`src/rtl/ysyx_25030077_exec_sequencer_if.sv`:
```
// Handshake and control bundle between the exec sequencer (master) and the
// fetch unit, load/store unit and datapath (slave).
interface ysyx_25030077_exec_sequencer_if;
   logic        io_ifu_req;
   logic        io_ifu_valid;
   logic        io_inst_latch;
   logic [2:0]  io_inst_class;
   logic        io_lsu_req;
   logic        io_lsu_wen;
   logic        io_lsu_valid;
   logic [2:0]  io_data_control;
   logic        io_rf_wen;
   logic        io_pc_wen;
   logic        io_busy;
   logic        io_halt;
   logic        io_err;
   logic [31:0] io_retired;

   modport master (
      output io_ifu_req, io_inst_latch, io_lsu_req, io_lsu_wen, io_data_control,
             io_rf_wen, io_pc_wen, io_busy, io_halt, io_err, io_retired,
      input  io_ifu_valid, io_inst_class, io_lsu_valid
   );

   modport slave (
      input  io_ifu_req, io_inst_latch, io_lsu_req, io_lsu_wen, io_data_control,
             io_rf_wen, io_pc_wen, io_busy, io_halt, io_err, io_retired,
      output io_ifu_valid, io_inst_class, io_lsu_valid
   );
endinterface

```
`src/rtl/ysyx_25030077_exec_sequencer.sv`:
```
// Multi-cycle FETCH/DECODE/EXEC/MEM/WB sequencer for the ysyx_25030077 core.
// Optional IFU/LSU wait timeout is built when YSYX_25030077_SEQ_TIMEOUT_EN is defined.
module ysyx_25030077_exec_sequencer #(
   parameter int unsigned TIMEOUT = 255
) (
   input logic clock,
   input logic reset,
   ysyx_25030077_exec_sequencer_if.master bus
);

   typedef enum logic [2:0] {
      S_IDLE, S_FETCH, S_DECODE, S_EXEC, S_MEM, S_WB, S_HALT
   } state_t;

   typedef enum logic [2:0] {
      C_ALU_IMM, C_ALU_REG, C_LOAD, C_STORE, C_PC_REL, C_BRANCH, C_EBREAK, C_ILLEGAL
   } cls_t;

   if (TIMEOUT < 1 || TIMEOUT > 255) begin : g_bad_timeout
      $error("TIMEOUT must fit the 8-bit wait counter (1..255)");
   end

   state_t      state, state_n;
   cls_t        cls, cls_n;
   logic        armed;
   logic        timeout_hit;
   logic        ifu_req, lsu_req, lsu_wen, rf_wen, pc_wen, busy, halt, err;
   logic [2:0]  data_control;
   logic [31:0] retired;

   // Operand select while the instruction executes: rs1/rs2 compare or add -> 3, pc+imm -> 1.
   function automatic logic [2:0] exec_code(cls_t c);
      case (c)
         C_ALU_REG, C_BRANCH: exec_code = 3'd3;
         C_PC_REL:            exec_code = 3'd1;
         default:             exec_code = 3'd0;
      endcase
   endfunction

`ifdef YSYX_25030077_SEQ_TIMEOUT_EN
   logic [7:0] wait_cnt;

   // A valid arriving on the last allowed cycle is checked first in the FSM and wins.
   assign timeout_hit = (wait_cnt == 8'(TIMEOUT - 1));

   always_ff @(posedge clock or negedge reset) begin
      if (!reset)
         wait_cnt <= '0;
      else if (state_n != state)
         wait_cnt <= '0;
      else if (state == S_FETCH || state == S_MEM)
         wait_cnt <= wait_cnt + 8'd1;
   end
`else
   assign timeout_hit = 1'b0;
`endif

   // NOTE: every signal written here gets a default first, so no latch is inferred.
   always_comb begin
      state_n = state;
      cls_n   = cls;
      unique case (state)
         S_IDLE:   if (armed) state_n = S_FETCH;
         S_FETCH:  if (bus.io_ifu_valid) state_n = S_DECODE;
                   else if (timeout_hit) state_n = S_HALT;
         S_DECODE: begin
            cls_n   = cls_t'(bus.io_inst_class);
            state_n = (cls_n == C_EBREAK || cls_n == C_ILLEGAL) ? S_HALT : S_EXEC;
         end
         S_EXEC:   state_n = (cls == C_LOAD || cls == C_STORE) ? S_MEM : S_WB;
         S_MEM:    if (bus.io_lsu_valid) state_n = S_WB;
                   else if (timeout_hit) state_n = S_HALT;
         S_WB:     state_n = S_FETCH;
         S_HALT:   state_n = S_HALT;
         default:  state_n = S_IDLE;
      endcase
   end

   // Outputs are registered from the next state, so each one is a clean Moore
   // function of the state being entered and the async reset clears it at once.
   // NOTE: sequential state uses non-blocking assignments only.
   always_ff @(posedge clock or negedge reset) begin
      if (!reset) begin
         state        <= S_IDLE;
         cls          <= C_ALU_IMM;
         armed        <= 1'b0;
         ifu_req      <= 1'b0;
         lsu_req      <= 1'b0;
         lsu_wen      <= 1'b0;
         data_control <= 3'd0;
         rf_wen       <= 1'b0;
         pc_wen       <= 1'b0;
         busy         <= 1'b0;
         halt         <= 1'b0;
         err          <= 1'b0;
         retired      <= '0;
      end else begin
         state   <= state_n;
         cls     <= cls_n;
         if (state == S_IDLE) armed <= 1'b1;

         ifu_req <= (state_n == S_FETCH);
         lsu_req <= (state_n == S_MEM);
         lsu_wen <= (state_n == S_MEM) && (cls_n == C_STORE);
         pc_wen  <= (state_n == S_WB);
         rf_wen  <= (state_n == S_WB) &&
                    (cls_n == C_ALU_IMM || cls_n == C_ALU_REG ||
                     cls_n == C_LOAD    || cls_n == C_PC_REL);
         busy    <= (state_n != S_IDLE) && (state_n != S_HALT);
         halt    <= (state_n == S_HALT);

         case (state_n)
            S_EXEC:  data_control <= exec_code(cls_n);
            S_WB:    data_control <= (cls_n == C_LOAD) ? 3'd2 : exec_code(cls_n);
            default: data_control <= 3'd0;
         endcase

         // Every route into HALT except a decoded EBREAK is an error.
         if (state_n == S_HALT && state != S_HALT &&
             !(state == S_DECODE && cls_n == C_EBREAK))
            err <= 1'b1;

         if (state == S_WB) retired <= retired + 32'd1;
      end
   end

   assign bus.io_inst_latch   = (state == S_FETCH) && bus.io_ifu_valid;
   assign bus.io_ifu_req      = ifu_req;
   assign bus.io_lsu_req      = lsu_req;
   assign bus.io_lsu_wen      = lsu_wen;
   assign bus.io_data_control = data_control;
   assign bus.io_rf_wen       = rf_wen;
   assign bus.io_pc_wen       = pc_wen;
   assign bus.io_busy         = busy;
   assign bus.io_halt         = halt;
   assign bus.io_err          = err;
   assign bus.io_retired      = retired;

endmodule

```
`src/flat_wrapper.sv`:
```
// flat-port wrapper written by rule: the top's interface ports become plain ports
module ysyx_25030077_exec_sequencer_flat 
#(
   parameter int unsigned TIMEOUT = 255
)
  (clock, reset, bus_io_ifu_req, bus_io_inst_latch, bus_io_lsu_req, bus_io_lsu_wen, bus_io_data_control, bus_io_rf_wen, bus_io_pc_wen, bus_io_busy, bus_io_halt, bus_io_err, bus_io_retired, bus_io_ifu_valid, bus_io_inst_class, bus_io_lsu_valid);
  ysyx_25030077_exec_sequencer_if bus_i ();
  input logic clock;
  input logic reset;
  output wire logic [$bits(bus_i.io_ifu_req)-1:0] bus_io_ifu_req;
  output wire logic [$bits(bus_i.io_inst_latch)-1:0] bus_io_inst_latch;
  output wire logic [$bits(bus_i.io_lsu_req)-1:0] bus_io_lsu_req;
  output wire logic [$bits(bus_i.io_lsu_wen)-1:0] bus_io_lsu_wen;
  output wire logic [$bits(bus_i.io_data_control)-1:0] bus_io_data_control;
  output wire logic [$bits(bus_i.io_rf_wen)-1:0] bus_io_rf_wen;
  output wire logic [$bits(bus_i.io_pc_wen)-1:0] bus_io_pc_wen;
  output wire logic [$bits(bus_i.io_busy)-1:0] bus_io_busy;
  output wire logic [$bits(bus_i.io_halt)-1:0] bus_io_halt;
  output wire logic [$bits(bus_i.io_err)-1:0] bus_io_err;
  output wire logic [$bits(bus_i.io_retired)-1:0] bus_io_retired;
  input wire logic [$bits(bus_i.io_ifu_valid)-1:0] bus_io_ifu_valid;
  input wire logic [$bits(bus_i.io_inst_class)-1:0] bus_io_inst_class;
  input wire logic [$bits(bus_i.io_lsu_valid)-1:0] bus_io_lsu_valid;
  assign bus_io_ifu_req = bus_i.io_ifu_req;
  assign bus_io_inst_latch = bus_i.io_inst_latch;
  assign bus_io_lsu_req = bus_i.io_lsu_req;
  assign bus_io_lsu_wen = bus_i.io_lsu_wen;
  assign bus_io_data_control = bus_i.io_data_control;
  assign bus_io_rf_wen = bus_i.io_rf_wen;
  assign bus_io_pc_wen = bus_i.io_pc_wen;
  assign bus_io_busy = bus_i.io_busy;
  assign bus_io_halt = bus_i.io_halt;
  assign bus_io_err = bus_i.io_err;
  assign bus_io_retired = bus_i.io_retired;
  assign bus_i.io_ifu_valid = bus_io_ifu_valid;
  assign bus_i.io_inst_class = bus_io_inst_class;
  assign bus_i.io_lsu_valid = bus_io_lsu_valid;
  ysyx_25030077_exec_sequencer #(.TIMEOUT(TIMEOUT)) u_core (.clock(clock), .reset(reset), .bus(bus_i));
endmodule
```
`config.mk`:
```
export PLATFORM = sky130hd
export DESIGN_NAME = ysyx_25030077_exec_sequencer_flat
export DESIGN_NICKNAME = d
export VERILOG_FILES = /design/src/rtl/ysyx_25030077_exec_sequencer_if.sv /design/src/rtl/ysyx_25030077_exec_sequencer.sv /design/src/flat_wrapper.sv
export SDC_FILE = /design/constraint.sdc
export NUM_CORES = 1
export LEC_CHECK = 0
export BUFFER_PORTS_ARGS = -buffer_cell sky130_fd_sc_hd__buf_2
export CAP_MARGIN = 20
export CORE_UTILIZATION = 54
export DETAILED_ROUTE_END_ITERATION = 8
export PLACE_DENSITY = 0.87
export SYNTH_ARGS = -nofsm -noshare
export SYNTH_HDL_FRONTEND = slang
export SYNTH_SLANG_ARGS = --single-unit
```
`constraint.sdc`:
```
create_clock -name clock -period 2.5 [get_ports clock]
set_input_delay 0 -clock clock [delete_from_list [all_inputs] [get_ports clock]]
set_output_delay 0 -clock clock [all_outputs]
set_load 0.02 [all_outputs]
```
## Word level (Yosys, flattened, before mapping)

Index checks and enable logic that the tools add are counted.

| cells by class | value |
|---|---|
| equality and inequality tests | 23 |
| muxes and demuxes | 10 |
| reductions and logical operators | 17 |
| $add $sub $neg | 1 |

Operators by type and width:

| kind | number |
|---|---|
| $eq 3x3->1 const B | 11 |
| $add 32x1->32 const B | 1 |
| $eq 3x2->1 const B | 7 |
| $pmux 3 s7 | 1 |
| $mux 3 | 5 |
| $eq 3x1->1 const B | 3 |
| $logic_and 1x1->1 | 7 |
| $logic_not 3->1 | 2 |
| $ne 3x3->1 const B | 2 |
| $pmux 3 s2 | 1 |
| $logic_or 1x1->1 | 5 |
| $pmux 2 s2 | 1 |
| $reduce_bool 3->1 | 1 |
| $mux 2 | 1 |
| $reduce_or 2->1 | 1 |
| $logic_not 1->1 | 1 |
| $mux 1 | 1 |

| word-level totals | value |
|---|---|
| input port bits | 7 |
| register bits | 50 |

## Depth between registers and ports, before layout

| depth | value |
|---|---|
| depth after elaboration | 7 |
| mapped depth | 6 |
| gate-level depth less buffers | 5 |

## Least setup slack after synthesis

No wires, ideal clock.

| path | value |
|---|---|
| path type | reg2reg |
| start point | reg u_core.retired[0] (netlist: u_core.bus.io_retired[0]) |
| end point | reg u_core.retired[28] (netlist: u_core.bus.io_retired[28]) |
| cell stages (with the launch flop) | 7 |
| required time | 2420 ps |
| arrival | 1763 ps |
| slack | 658 ps |
| path buffers | 1 |
| path through | dfrtp_1 > ha_1 > nand2_1 > or4_1 > buf_6 > nor4_2 > xor2_1 |

| between the ends | value |
|---|---|
| longest elaborated chain between the ends | 1 |

Ends and longest elaborated chain:

| item | line | source |
|---|---|---|
| start, declared | ysyx_25030077_exec_sequencer.sv:29 | `logic [31:0] retired;` |
| start signal, assigned | ysyx_25030077_exec_sequencer.sv:123 | `if (state == S_WB) retired <= retired + 32'd1;` |
| $add 32x1->32 | ysyx_25030077_exec_sequencer.sv:123 |  |

No other way between the ends.
A chain may end at the register's enable or synchronous reset.

## Final worst setup path

| path | value |
|---|---|
| start point | reg u_core.retired[13] (netlist: u_core.bus.io_retired[13]) |
| end point | reg u_core.retired[28] (netlist: u_core.bus.io_retired[28]) |

The elaborated chain is that of the path after synthesis.

==> summary.txt <==
Tcrit/Tclk final - 78.9%
DRT met1 WL - 1.87 mm
IO buf count - 49
Root buffer cell - clkbuf_8
Cells after Synth - 217
Worst Hold Class - primary input to register
Largest net degree at the start of global routing - 50
Final core occ - 67.6%
H-tree levels - 2
Clock Latency Late Sink - 310 ps
Unrepaired setup endpoints after global routing - false
Initial drt markers - 56
PD cells - 832 nW/um^2
Drt total wl - 4.29 mm
CTS Buffer Depth - 2
Hold worst-path end - u_core.cls[2]$_DFF_PN0_
Yosys cell types - 44
Post-Syn Area - 2330 sq um
Critical-path cell with the highest stage delay - or4_1
Cell count of the worst reg-to-reg path - 4
Row Count - 23
Worst path max stage delay - 760 ps
Clock sinks - 49
IO Pins - 51
Pre-Repair DR Iteration Count - 4
# diodes - 0
Syn Area/Cell - 10.7 sq um
Number of flops mapped to enable cells by yosys - 0
Hpwl dp - 3.00 mm
Post-synth ARST share - 100%
Crit path capture type - register
Slew headroom - 61.9%
Final Skew - 9.43 ps
CTS clk-pin slew, worst paths - 90 ps
Final setup viols - 0
Antenna violations before repair - 0
Met3 wire length - 208 um
Total negative slack - 0 ps
Leakage - 1.43 nW
Synth warn - 0
WP data required - 2740 ps
Max-cap viol count - 0
Grt ovf - 0
Cts hold-fix bufs - 3
Crit path buffers/inverters - 0
First-pass GRT wire length - 7.05 mm
DR vias/cell - 5.30
Layout fillers - 319
WHS Path Cells - 3
Max Slew Vio Count - 0
Crit-path max FO - 14
R2R Setup Slk - 530 ps
Vias in the first global route - 1582
Reg2reg end - u_core.bus.io_retired[28]$_DFFE_PN0N_
Core region area - 4060 sq um
Post-Place Worst Slack - 533 ps
Critical path cell sequence - nand4_1 -> or4_1 -> nor4_2 -> xor2_1
Max Clk Rate - 507 MHz
Run status - completed
Synth Register Bits - 49
Metal2 WL - 2.13 mm
Delay-heaviest family, CP - simple AND/OR/NAND/NOR gates
Highest Signal Layer - met4
Worst endpoint data arrival time - 2210 ps
Peak VDD IR - 0.000575 V
Die area - 4570 sq um
Fin crit period - 1970 ps
Fin nets - 276
Type of the worst setup path - register to register
Post-cts sizing count - 0
Main synth FF type - dfrtp_1
DRC - 0
Setup WS post-layout - 528 ps
Share of cells above drive strength 1 - 26.4%
Die height - 67.6 um
CTS Buf Count - 5
Hold wc startpoint - bus_io_inst_class[2]
Die X - 67.6 um
Final GP Congestion - 0.769
Routed Antenna Nets - 0
Final hold slack - 18.8 ps
TritonCTS clock tree - done
DR WL/cell - 13.4 um
Vias - 1690
Worst-margin pin slew - 569 ps
Post-Syn Nets - 225
Worst r2r src - u_core.bus.io_retired[13]$_DFFE_PN0N_
# placed instances - 307
P&R area growth vs syn - 17.9%
Post-CTS Setup Repair Bufs - 0
Global-route usage over all layers - 21.1%
Fin cells - 319
Hold Vio Cnt, Final - 0
Crit start category - register
Seq/Total Area, Yosys - 52.7%
Initial Util - 57.3%
-- worst reg2reg max path, cell delays in order, from the launching register on --
cell,delay [ps]
dfrtp_1,430
nand4_1,170
or4_1,760
nor4_2,370
xor2_1,180
-- worst max path at each step --
stage	start	endpoint	slack, ps	cells after the start
2_1_floorplan	u_core.bus.io_retired[0]$_DFFE_PN0N_	u_core.bus.io_retired[28]$_DFFE_PN0N_	660	6
3_3_place_gp	u_core.bus.io_retired[4]$_DFFE_PN0N_	u_core.bus.io_retired[31]$_DFFE_PN0N_	630	4
3_5_place_dp	u_core.bus.io_retired[13]$_DFFE_PN0N_	u_core.bus.io_retired[28]$_DFFE_PN0N_	530	4
4_1_cts	u_core.bus.io_retired[3]$_DFFE_PN0N_	u_core.bus.io_retired[28]$_DFFE_PN0N_	510	4
5_1_grt	u_core.bus.io_retired[3]$_DFFE_PN0N_	u_core.bus.io_retired[31]$_DFFE_PN0N_	420	4
6_report	u_core.bus.io_retired[13]$_DFFE_PN0N_	u_core.bus.io_retired[28]$_DFFE_PN0N_	530	4
-- state kept, by name (all words and copies together) (netlist names) --
name and flops:
u_core.armed 1, u_core.cls 3, u_core.bus.io_halt 1, u_core.bus.io_pc_wen 1, u_core.state 3, u_core.bus.io_lsu_req 1
u_core.bus.io_err 1, u_core.bus.io_ifu_req 1, u_core.bus.io_data_control 2, u_core.bus.io_retired 32, u_core.bus.io_lsu_wen 1, u_core.bus.io_rf_wen 1
u_core.bus.io_busy 1
-- report_power, final --
| group | total, mW | internal (mW) | switching [mW] |
|---|---|---|---|
| clock network | 0.590 | 0.325 | 0.264 |
| registers | 1.01 | 0.915 | 0.0976 |
| logic | 0.679 | 0.273 | 0.406 |
| total | 2.28 | 1.51 | 0.768 |
-- synthesized netlist by cell type (2+ instances only) --
cell	number	area, sq um
or4_1	3	22.5
nor3_1	20	100
xor2_1	20	175
nand2b_1	4	25.0
xnor2_1	11	96.3
buf_4	2	15.0
mux2i_1	4	40.0
o21ai_0	2	10.0
nor4_2	4	50.1
clkbuf_1	5	18.8
or2_2	2	12.5
nand4_1	3	18.8
a21oi_1	5	25.0
nand2_1	18	67.6
nor4_1	3	18.8
dfrtp_1	49	1230
inv_1	15	56.3
nor2_1	10	37.5
buf_6	4	45.0
and3_1	2	12.5
nand3_1	8	40.0
-- cells in the final DEF (no fill, tap or decap), types with 6 or more instances in the layout --
| master | synthesis | final |
|---|---|---|
| dfrtp_1 | 49 | 49 |
| clkbuf_8 | 0 | 6 |
| xor2_1 | 20 | 20 |
| nand3_1 | 8 | 8 |
| nor3_1 | 20 | 20 |
| buf_2 | 1 | 49 |
| nor2_1 | 10 | 10 |
| nand2_1 | 18 | 18 |
| inv_1 | 15 | 15 |
| xnor2_1 | 11 | 11 |
-- cells by family after synthesis --
| group | count (synthesis) | synth area share [%] |
|---|---|---|
| xor+xnor | 31 | 11.7 |
| flops | 49 | 52.7 |
| other cells | 1 | 0.161 |
| fa+ha+maj | 1 | 0.538 |
| buf+inv | 27 | 6.02 |
| mux | 4 | 1.72 |
| compound gates | 18 | 5.43 |
| simple gates | 86 | 21.7 |
-- metal layers --
| layer | up-vias | GRT usage (%) |
|---|---|---|
| met3 | 7 | 5.41 |
| li1 | 840 | - |
| met2 | 40 | 35.1 |
| met5 | - | 0 |
| met1 | 803 | 24.9 |
| met4 | 0 | 10.9 |
-- final cells by class --
cell class / instances / area, sq um / area share [%]
flip-flops and latches: 49 / 1230 / 44.7
repair buffers: 56 / 318 / 11.6
multi-input cells: 141 / 960 / 35.0
well taps: 50 / 62.6 / 2.28
clock inverters: 2 / 37.5 / 1.37
inverters: 15 / 56.3 / 2.05
clock buffers: 6 / 82.6 / 3.01
-- metrics by stage --
stage	instance area, sq um	power (mW)
3_3_place_gp	2570	1.68
6_report	2740	2.28
4_1_cts	2720	2.29
5_1_grt	2740	2.42
2_1_floorplan	2330	1.52
3_5_place_dp	2570	1.70
No activity file was read; power rests on OpenSTA's default activity.
